`src/rtl/priority_arb_n.sv`:
```
// priority_arb_n: registered fixed-priority / round-robin arbiter with valid/ready grant handshake.
// Define PRIORITY_ARB_N_LOCK_EN to build the grant-lock (LOCKED state); otherwise i_lock is ignored.
module priority_arb_n #(
   parameter int WIDTH = 8,
   parameter int AW    = $clog2(WIDTH + 1)
) (
   input  logic             i_clk,
   input  logic             i_rst_n,
   input  logic [WIDTH-1:0] i_req,
   input  logic             i_rr_mode,
   input  logic             i_lock,
   output logic             o_gnt_valid,
   input  logic             i_gnt_ready,
   output logic [AW-1:0]    o_gnt_idx,
   output logic [WIDTH-1:0] o_gnt_onehot
);
   localparam int PW = $clog2(WIDTH);
   localparam logic [PW-1:0] TOP = PW'(WIDTH - 1);
`ifdef PRIORITY_ARB_N_LOCK_EN
   typedef enum logic [1:0] {IDLE, GRANT, LOCKED} state_t;
`else
   typedef enum logic [0:0] {IDLE, GRANT} state_t;
`endif
   state_t r_state;
   logic [PW-1:0] r_ptr, r_win, w_ptr_nxt, w_fix, w_rr, w_win, w_c;
   logic w_arb, w_hold;
   assign w_arb = (r_state == IDLE) || i_gnt_ready;
   // an arbitration event while presenting is an acceptance, so the rr search starts from the advanced pointer
   assign w_ptr_nxt = (r_state != IDLE && i_rr_mode) ? ((r_win == '0) ? TOP : r_win - 1'b1) : r_ptr;
`ifdef PRIORITY_ARB_N_LOCK_EN
   assign w_hold = (r_state != IDLE) && i_lock && i_req[r_win];
`else
   logic w_unused;
   assign w_hold   = 1'b0;
   assign w_unused = i_lock;
`endif
   always_comb begin
      w_fix = '0;
      w_rr  = '0;
      w_c   = '0;
      for (int i = 0; i < WIDTH; i++)
         if (i_req[i]) w_fix = PW'(i);
      // descending from the pointer with wrap; the smallest distance is assigned last and wins
      for (int k = WIDTH - 1; k >= 0; k--) begin
         w_c = (w_ptr_nxt >= PW'(k)) ? w_ptr_nxt - PW'(k) : w_ptr_nxt + PW'(WIDTH - k);
         if (i_req[w_c]) w_rr = w_c;
      end
      w_win = i_rr_mode ? w_rr : w_fix;
   end
   always_ff @(posedge i_clk or negedge i_rst_n)
      if (!i_rst_n) begin
         r_state      <= IDLE;
         r_ptr        <= TOP;
         r_win        <= '0;
         o_gnt_valid  <= 1'b0;
         o_gnt_idx    <= '0;
         o_gnt_onehot <= '0;
      end else if (w_arb && !w_hold) begin
         r_ptr        <= w_ptr_nxt;
         r_state      <= (|i_req) ? GRANT : IDLE;
         r_win        <= w_win;
         o_gnt_valid  <= |i_req;
         o_gnt_idx    <= (|i_req) ? AW'(w_win) + AW'(1) : '0;
         o_gnt_onehot <= (|i_req) ? {{(WIDTH-1){1'b0}}, 1'b1} << w_win : '0;
`ifdef PRIORITY_ARB_N_LOCK_EN
      end else if (w_arb) begin
         r_state <= LOCKED;
`endif
      end
endmodule

```
`config.mk`:
```
export PLATFORM = sky130hd
export DESIGN_NAME = priority_arb_n
export DESIGN_NICKNAME = d
export VERILOG_FILES = /design/src/rtl/priority_arb_n.sv
export SDC_FILE = /design/constraint.sdc
export NUM_CORES = 1
export LEC_CHECK = 0
export ABC_AREA = 1
export CORE_MARGIN = 8
export CORE_UTILIZATION = 30
export CTS_CLUSTER_SIZE = 28
export DETAILED_ROUTE_END_ITERATION = 6
export SYNTH_ARGS = -nofsm -noshare
export SYNTH_HDL_FRONTEND = slang
export SYNTH_SLANG_ARGS = --single-unit
```
`constraint.sdc`:
```
create_clock -name i_clk -period 3.5 [get_ports i_clk]
set_input_delay 0.525 -clock i_clk [delete_from_list [all_inputs] [get_ports i_clk]]
set_output_delay 0.525 -clock i_clk [all_outputs]
set_load 0.02 [all_outputs]
```
# [After elaboration in Yosys (flattened, before gate mapping)]
# Cells that the tools add are included.
[totals] input_bits=13 mem_bits_ro=0 word_cells=87 latch_bits=0 ramBits=0 output_inout_bits=13 register_bits=20 memories=0
[op_classes] n_mux=44 n_eq_ne=0 magnitude_cmp=15 div_mod_pow=0 n_shift=1 mul=0 n_reduce_logical=4 addsub=16 bitwise_logic=1
[op_table] op="3-bit 2-to-1 mux" n=22
[op_table] op="3-bit by 4-bit < comparator with 1-bit output, second input constant" n=8
[op_table] op="1-bit binary-select mux with 3-bit select" n=8
[op_table] op="3-bit adder, second input constant" n=4
[op_table] op="3-bit greater-or-equal comparator, second input constant" n=4
[op_table] op="3-bit subtractor, second input constant" n=4
[op_table] op="1-bit 2-to-1 mux" n=10
[op_table] op="8-bit 2-to-1 mux" n=1
[op_table] op="8-bit OR reduction" n=1
[op_table] op="1-bit by 3-bit << shifter with 8-bit output, first input constant" n=1
[op_table] op="3-bit by 2-bit adder with 3-bit output, second input constant" n=2
[op_table] op="3-bit by 2-bit greater-or-equal comparator with 1-bit output, second input constant" n=2
[op_table] op="3-bit by 1-bit subtractor with 3-bit output, second input constant" n=2
[op_table] op="3-bit by 2-bit subtractor with 3-bit output, second input constant" n=2
[op_table] op="3-bit by 1-bit adder with 4-bit output, second input constant" n=1
[op_table] op="2-bit 2-to-1 mux" n=2
[op_table] op="4-bit 2-to-1 mux" n=1
[op_table] op="3-bit by 1-bit adder with 3-bit output, second input constant" n=1
[op_table] op="3-bit by 1-bit greater-or-equal comparator with 1-bit output, second input constant" n=1
[op_table] op="3-bit zero test" n=1
[op_table] op="1-bit logical AND" n=1
[op_table] op="1-bit logical OR" n=1
[op_table] op="1-bit inverter" n=1

# [Logic depth before layout (Yosys ltp)]
# Gate-level depths: netlist of the first run.
[logic_depth] depth_word=18 mapped_depth=27 ltp_nobuf=27

# [Worst setup path after synthesis of the first run]
# OpenSTA, ideal clock, no wires.
[synth_timing] path_kind="flip-flop to flip-flop" from="reg r_win[0]" to="reg o_gnt_idx[2]" path_stages_with_launch=24 arrival_ps=3126 setup_time_ps=83 required_time_ps=3417 period_less_slack_ps=3209 path_slack_ps=291 n_path_buf=1 cell_sequence="dfrtp_1 > inv_1 > ha_1 > ha_1 > nor2_1 > nand2_1 > o21ai_2 > ha_1 > buf_2 > inv_1 > nand3_1 > nand3_1 > nand2_1 > a21oi_1 > nand3_1 > nand2_1 > nand2_1 > nand2_1 > nand2_1 > nand2_1 > nand2_1 > ha_1 > ha_1 > o21ai_0"
[synth_between] elab_chain_cells=18 elab_cells_between_ends=59 cone_classes="add/sub (16); order compare (7); mux (35); reduce/logical (1)"
[synth_lines] element="start, declared" line="25" source="logic [PW-1:0] r_ptr, r_win, w_ptr_nxt, w_fix, w_rr, w_win, w_c;"
[synth_lines] element="start signal, assigned" line="61" source="r_win <= w_win;"
[synth_lines] element="3-bit by 1-bit subtractor with 3-bit output or 3-bit zero test (tied branches)" line="29" source="assign w_ptr_nxt = (r_state != IDLE && i_rr_mode) ? ((r_win == '0) ? TOP : r_win - 1'b1) : r_ptr;"
[synth_lines] element="3-bit 2-to-1 mux * (2 in series)" line="29"
[synth_lines] element="3-bit by 1-bit adder with 3-bit output, or another cell as far along" line="45" source="w_c = (w_ptr_nxt >= PW'(k)) ? w_ptr_nxt - PW'(k) : w_ptr_nxt + PW'(WIDTH - k);"
[synth_lines] element="3-bit 2-to-1 mux" line="45"
[synth_lines] element="1-bit binary-select mux with 3-bit select" line="46" source="if (i_req[w_c]) w_rr = w_c;"
[synth_lines] element="1-bit 2-to-1 mux (implied by the code)" line="46"
[synth_lines] element="3-bit 2-to-1 mux (7 in series)" line="46"
[synth_lines] element="3-bit 2-to-1 mux *" line="46"
[synth_lines] element="3-bit 2-to-1 mux *" line="48" source="w_win = i_rr_mode ? w_rr : w_fix;"
[synth_lines] element="via w_win[1]" line="25"
[synth_lines] element="3-bit by 1-bit adder with 4-bit output *" line="63" source="o_gnt_idx <= (|i_req) ? AW'(w_win) + AW'(1) : '0;"
[synth_lines] element="4-bit 2-to-1 mux *" line="63"
[synth_lines] element="end signal, assigned" line="63"
[synth_lines] element="end, declared" line="14" source="output logic [AW-1:0] o_gnt_idx,"
# The timed path passes the listed nets; every way through them passes the cells marked *. The select of a mux whose other input is x is not followed.
# A chain may end at the register's enable or synchronous reset.

# [Worst setup path in the final report of the first run]
# Same ends and word-level chain as after synthesis.

==> results of run 1 <==
[metal layers]
metal / routed length, um / part of all wire, % / vias up
li1: - / - / 926
met1: 2100 / 45 / 788
met2: 2194 / 47 / 59
met3: 312 / 6.7 / 7
met4: 65 / 1.4 / 0
met5: 0 / 0 / -
[Yosys cell counts, drive strengths merged]
| library cell | count | area, um^2 |
|---|---|---|
| nand2 | 95 | 384.1 |
| nand3 | 46 | 240.2 |
| inv | 37 | 141.4 |
| o21ai | 18 | 108.9 |
| dfrtp | 16 | 400.4 |
| ha | 11 | 137.6 |
| a21oi | 10 | 53.80 |
| nor2 | 10 | 37.54 |
| dfstp | 3 | 78.83 |
| clkbuf | 2 | 7.510 |
| a22o | 1 | 8.760 |
| a31oi | 1 | 6.260 |
| buf | 1 | 5.000 |
| nor4 | 1 | 6.260 |
| o21bai | 1 | 7.510 |
| xor2 | 1 | 16.27 |
[logic make-up after synthesis]
group	share of synthesized area [%]
buffers and inverters	9.382
DFF	29.21
and+or+nand+nor	40.73
xor gates and xnor gates	0.9919
AOI/OAI and AO/OA	11.29
adders and majority gates	8.390
[placed cells by master (no fill, tap or decap)]
cell,netlist,layout
nand2_1,90,85
nand3_1,44,44
inv_1,31,30
buf_4,0,28
clkdlybuf4s50_1,0,23
dfrtp_1,16,16
nor2_1,10,9
a21oi_1,9,9
o21ai_0,10,9
ha_1,11,9
nand2_2,2,7
inv_2,5,6
o21ai_1,5,5
nand2_4,3,3
clkbuf_8,0,3
dfstp_2,3,3
o21ai_4,1,2
o21ai_2,2,2
nand3_2,2,2
xor2_2,1,1
inv_4,1,1
nor2_2,0,1
a31oi_1,1,1
a21oi_2,1,1
nor4_1,1,1
a22o_1,1,1
o21bai_1,1,1
ha_4,0,1
ha_2,0,1
clkinv_2,0,1
dlymetal6s2s_1,0,1
buf_6,0,1
[worst reg2reg max path: cells and delay by family, from the launching register on]
| family | cells | cell delay (ns) |
|---|---|---|
| adder cells (fa/ha/maj) | 5 | 1.00 |
| AND/OR/NAND/NOR | 15 | 1.12 |
| flip-flops | 1 | 0.37 |
| AO/OA/AOI/OAI | 2 | 0.22 |
| buffers and inverters | 6 | 0.40 |
[final cells by class]
type | count | area, um^2 | share of cell area, %
inverters | 37 | 141.4 | 6.229
flip-flops and latches | 19 | 479.2 | 21.11
repair buffers | 53 | 464.2 | 20.45
clock buffers | 3 | 41.29 | 1.819
well taps | 72 | 90.09 | 3.969
multi-input cells | 195 | 1049 | 46.20
clock inverters | 1 | 5.005 | 0.2205
[repair_timing]
action	CTS	global route
setup endpoints to repair	0	9
resized for setup	0	15
setup buffers	0	1
hold endpoints to repair	0	0
[state kept, by name (all words and copies together) (netlist names)]
| signal | count |
|---|---|
| o_gnt_onehot | 8 |
| r_ptr | 3 |
| r_win | 3 |
| o_gnt_valid | 1 |
| o_gnt_idx | 4 |
[power breakdown]
group	switching [mW]	internal (mW)
registers	0.0459	0.304
logic	0.940	0.712
clock network	0.0726	0.0792
total	1.06	1.10
[path summary, 6_finish.rpt]
kind	from	endpoint	depth (start not counted)
worst max register to register	r_win[0]	o_gnt_idx[2]	28
worst min-delay path	o_gnt_onehot[7]	o_gnt_onehot[7]	2
worst max-delay path	r_win[0]	o_gnt_idx[2]	28
min in group asynchronous	i_rst_n	o_gnt_onehot[6]	1
worst min register to register	o_gnt_onehot[7]	o_gnt_onehot[7]	2
max in group asynchronous	i_rst_n	o_gnt_idx[3]	1
==> impl_metrics.json, run 1 <==
{
  "outcome": "finished, final reports clean",
  "power_density_nw_per_um2": 948.8,
  "syn_nets": 278,
  "cp-end-kind": "flip-flop",
  "fp.dieH_um": 89.95,
  "fin_util_pct": 41.99,
  "hpwl_um": 3815,
  "fin_cells": 380,
  "hold_path.class": "flip-flop to flip-flop",
  "grt_pass1_vias": 1824,
  "drcViolationCount": 0,
  "cp_top_family": "simple AND/OR/NAND/NOR gates",
  "fillers": 603,
  "clk_latency_ns": 0.26,
  "post-place-cells": 375,
  "synthCells": 254,
  "worst_pin_slew_ns": 0.8268,
  "hold_violations": 0,
  "cp.required_ns": 3.69,
  "setup_viol_count_final": 0,
  "num_io_pins": 26,
  "antenna_found_initial": 0,
  "busiest_layer": "met2",
  "vias": 1780,
  "crit_type": "flip-flop to flip-flop",
  "cts_buffers": 3,
  "yosysWarnings": 0,
  "worst-path-buf-inv": 6,
  "cellLeakagePower_nw": 1.204,
  "syn2layout_area_growth_pct": 38.37,
  "cts_tree": "yes",
  "cts.clk_slew.worst_paths_ns": 0.07,
  "drtIter0Drc": 82,
  "diodes": 0,
  "syn_area_um2": 1640,
  "yosysUniqueCellTypes": 25,
  "min_period_ns": 3.219,
  "grtUsageTotal_pct": 11.74,
  "hold_buffers": 0,
  "p_total_mw": 2.154,
  "port_buffers": 24,
  "ant_nets": 0,
  "place.gp.congestion": 0.8787,
  "rows": 27,
  "chipWidth_um": 89.95,
  "htree_levels": 1,
  "fin_crit_sh_pct": 91.98,
  "cts.sink_count": 19,
  "grt-ovfl-total": 0,
  "start_util_pct": 30.35,
  "design_area_um2": 2270,
  "clock.fmax_mhz": 310.6,
  "grt_max_degree": 20,
  "drt_pass1_iterations": 4,
  "dp_slack_ns": -0.06898,
  "post_drt_via_cell_ratio": 4.684,
  "fin_skew_ns": 0.0007863,
  "finalNetCount": 333,
  "regToRegSetupSlack_ns": 0.28,
  "grtUsageMet1_pct": 13.80,
  "setup_ws_ns": 0.2806,
  "grt.met2_usage_pct": 20.74,
  "critPathMaxFanout": 4,
  "dieArea_um2": 8090,
  "avgRoutedWirePerCell_um": 12.29,
  "wirelength_um": 4672,
  "syn_area_per_cell_um2": 6.458,
  "grt_pass1_wl_um": 8114,
  "slew_headroom_pct": 44.71,
  "met3_usage_pct": 2.494,
  "coreArea_um2": 5405,
  "ys_seq_area_share_pct": 29.21,
  "critPathArrivalTime_ns": 3.41,
  "hold_slack_ns": 0.4837,
  "ys_ff_latch": 19,
  "critPathMaxStageDelay_ns": 0.37,
  "layout-drive-gt1-share_pct": 20.78,
  "drv_cap": 0,
  "vdd_drop_max_mv": 0.3542,
  "slew_viol_final": 0,
  "placed_cell_area_um2": 2168,
  "clockRootBuffer": "clkbuf_8",
  "finalSetupTns_ns": 0,
  "crit_top_cell": "nand2_1",
  "cts_max_path_buffers": 2,
  "cp-start-kind": "flip-flop",
  "crit_slowest_cell": "dfrtp_1"
}
(Power assumes the default switching activity.)
==> inputs of run 2 (changes only) <==
clock period = 2.8 ns   (was 3.5 ns; I/O delays follow)
==> run 2 against run 1 <==
The flow now finishes with violations (negative setup slack). Register-to-register slack lost 0.35 ns. Via count rose by 2.2%. Design area grew 16%. Flip-flop and latch count unchanged. First-iteration DRC count grew 51%. Clock skew up 0.0013 ns. Worst setup slack lost 0.35 ns. Non-clock buffer count rose by 12. Cell count grew 3.2%. Combinational power up 57%. Global-route usage is 0.27 points higher. Die area unchanged. Critical endpoint is now o_gnt_onehot[3]. Largest cell class unchanged.
==> impl_metrics.json, run 2 (synthesis results as in run 1) <==
{
  "worst-path-buf-inv": 2,
  "hold_slack_ns": 0.4841,
  "setup_viol_count_final": 3,
  "p_total_mw": 3.213,
  "cts.sink_count": 19,
  "cts_tree": "yes",
  "post_drt_via_cell_ratio": 4.643,
  "final_common_cell": "nand2_1",
  "hold_path.class": "flip-flop to flip-flop",
  "num_io_pins": 26,
  "grtUsageTotal_pct": 12.01,
  "critPathArrivalTime_ns": 3.02,
  "fillers": 562,
  "outcome": "complete, but fails checks",
  "syn2layout_area_growth_pct": 59.88,
  "worst_pin_slew_ns": 0.8043,
  "regMostFlops": "o_gnt_onehot",
  "cts_buffers": 3,
  "dp_slack_ns": -0.5693,
  "chipWidth_um": 89.95,
  "cts.clk_slew.worst_paths_ns": 0.07,
  "finalNetCount": 345,
  "grt_pass1_wl_um": 8307,
  "power_density_nw_per_um2": 1225,
  "grt-ovfl-total": 0,
  "final_cell_mix": "nand2_1, buf_4, nand3_1",
  "vdd_drop_max_mv": 0.5748,
  "antenna_found_initial": 0,
  "placed_cell_area_um2": 2387,
  "cellLeakagePower_nw": 1.288,
  "violations": "negative setup slack",
  "start_util_pct": 30.35,
  "hold_buffers": 0,
  "layout-drive-gt1-share_pct": 35.00,
  "grt_pass1_vias": 1853,
  "avgRoutedWirePerCell_um": 12.65,
  "clockRootBuffer": "clkbuf_8",
  "ant_nets": 0,
  "slew_viol_final": 0,
  "diodes": 0,
  "critPathMaxStageDelay_ns": 0.36,
  "reg_top3": "o_gnt_onehot: 8 flops, o_gnt_idx: 4 flops",
  "rsz0062_at_grt": "yes",
  "cp_cell_sequence": "inv_2, ha_4, ha_4, nor2_4, nand2_2, o21ai_4, ha_4, inv_8, nand3_4, nand3_4, nand2_4, a21oi_2, nand3_1, nand2_1, nand2_1, nand2_1, nand2_1, nand2_1, nand2_4, ha_4, ha_4, a22o_1",
  "clk_latency_ns": 0.26,
  "dieArea_um2": 8090,
  "wirelength_um": 4958,
  "coreArea_um2": 5405,
  "crit_type": "flip-flop to flip-flop",
  "clock.fmax_mhz": 349.1,
  "setup_ws_ns": -0.06488,
  "vias": 1820,
  "cp-end-kind": "flip-flop",
  "min_period_ns": 2.865,
  "design_area_um2": 2623,
  "drv_cap": 0,
  "cp-start-kind": "flip-flop",
  "fin_crit_sh_pct": 102.3,
  "cp_top_family": "adder cells",
  "cts_max_path_buffers": 2,
  "grt_max_degree": 23,
  "largest_register_ffs": 8,
  "fin_skew_ns": 0.002096,
  "htree_levels": 1,
  "place.gp.congestion": 0.8727,
  "crit_slowest_cell": "dfrtp_1",
  "drt_pass1_iterations": 4,
  "drcViolationCount": 0,
  "port_buffers": 24,
  "hpwl_um": 4017,
  "rows": 27,
  "fin_util_pct": 48.52,
  "critPathMaxFanout": 6,
  "fp.dieH_um": 89.95,
  "slew_headroom_pct": 46.21,
  "regToRegSetupSlack_ns": -0.06,
  "hold_violations": 0,
  "cp.required_ns": 2.95,
  "drtIter0Drc": 124
}
[run 2: changes by cell type in the layout (fill, tap and decap cells not counted), sizes merged]
cell / previous run / this run
buf: 29 / 41
dlygate4sd2: 0 / 1
dlymetal6s2s: 1 / 0
[run 2: path summary, 6_finish.rpt]
path                            startpoint               to  cells past startpoint
setup reg to reg                  r_win[0]  o_gnt_onehot[3]                     22
min in group asynchronous          i_rst_n  o_gnt_onehot[5]                      1
setup / recovery                  r_win[0]  o_gnt_onehot[3]                     22
hold / removal             o_gnt_onehot[7]  o_gnt_onehot[7]                      2
hold reg to reg            o_gnt_onehot[7]  o_gnt_onehot[7]                      2
max in group asynchronous          i_rst_n  o_gnt_onehot[3]                      1
[run 2: worst reg2reg max path: stages, from the launching register on]
cell and delay, ns:
dfrtp_1 0.36, inv_2 0.05, ha_4 0.15, ha_4 0.17
nor2_4 0.10, nand2_2 0.07, o21ai_4 0.12, ha_4 0.30
inv_8 0.10, nand3_4 0.08, nand3_4 0.09, nand2_4 0.07
a21oi_2 0.12, nand3_1 0.08, nand2_1 0.06, nand2_1 0.05
nand2_1 0.05, nand2_1 0.04, nand2_1 0.10, nand2_4 0.09
ha_4 0.18, ha_4 0.14, a22o_1 0.16
[run 2: timing repair]
item / CTS / global route
resized for setup: 11 / 31
pin swaps: 5 / 8
setup endpoints to repair: 14 / 14
buffers inserted: 3 / 1
[run 2: layout make-up]
cell class	instances	area, um^2	share of cell area (%)
sequential	19	479.2	18.27
clock inverter	1	5.005	0.1908
inverter	37	148.9	5.677
multi-input combinational	195	1308	49.86
clock buffer	3	41.29	1.574
timing repair buffer	65	550.5	20.99
tap	72	90.09	3.435
[run 2: routing by layer]
layer	up-vias	global-route usage [%]	wire length, um
li1	951	-	-
met2	36	20.98	2436
met1	829	14.76	2268
met3	4	1.829	211
met4	0	3.606	42
met5	-	0	0
[run 2: stage by stage]
stage	setup TNS, ns	std cells
floorplan	-0.05752	254
global placement	-5.919	384
detailed placement	-6.597	384
CTS	-0.2199	391
global route	-2.537	392
finish	-0.1482	392
[run 2: power by group]
part	leakage [nW]	internal, mW	switching (mW)
Clock	0.0255	0.0991	0.0921
Sequential	0.234	0.380	0.0565
Combinational	1.03	1.16	1.43
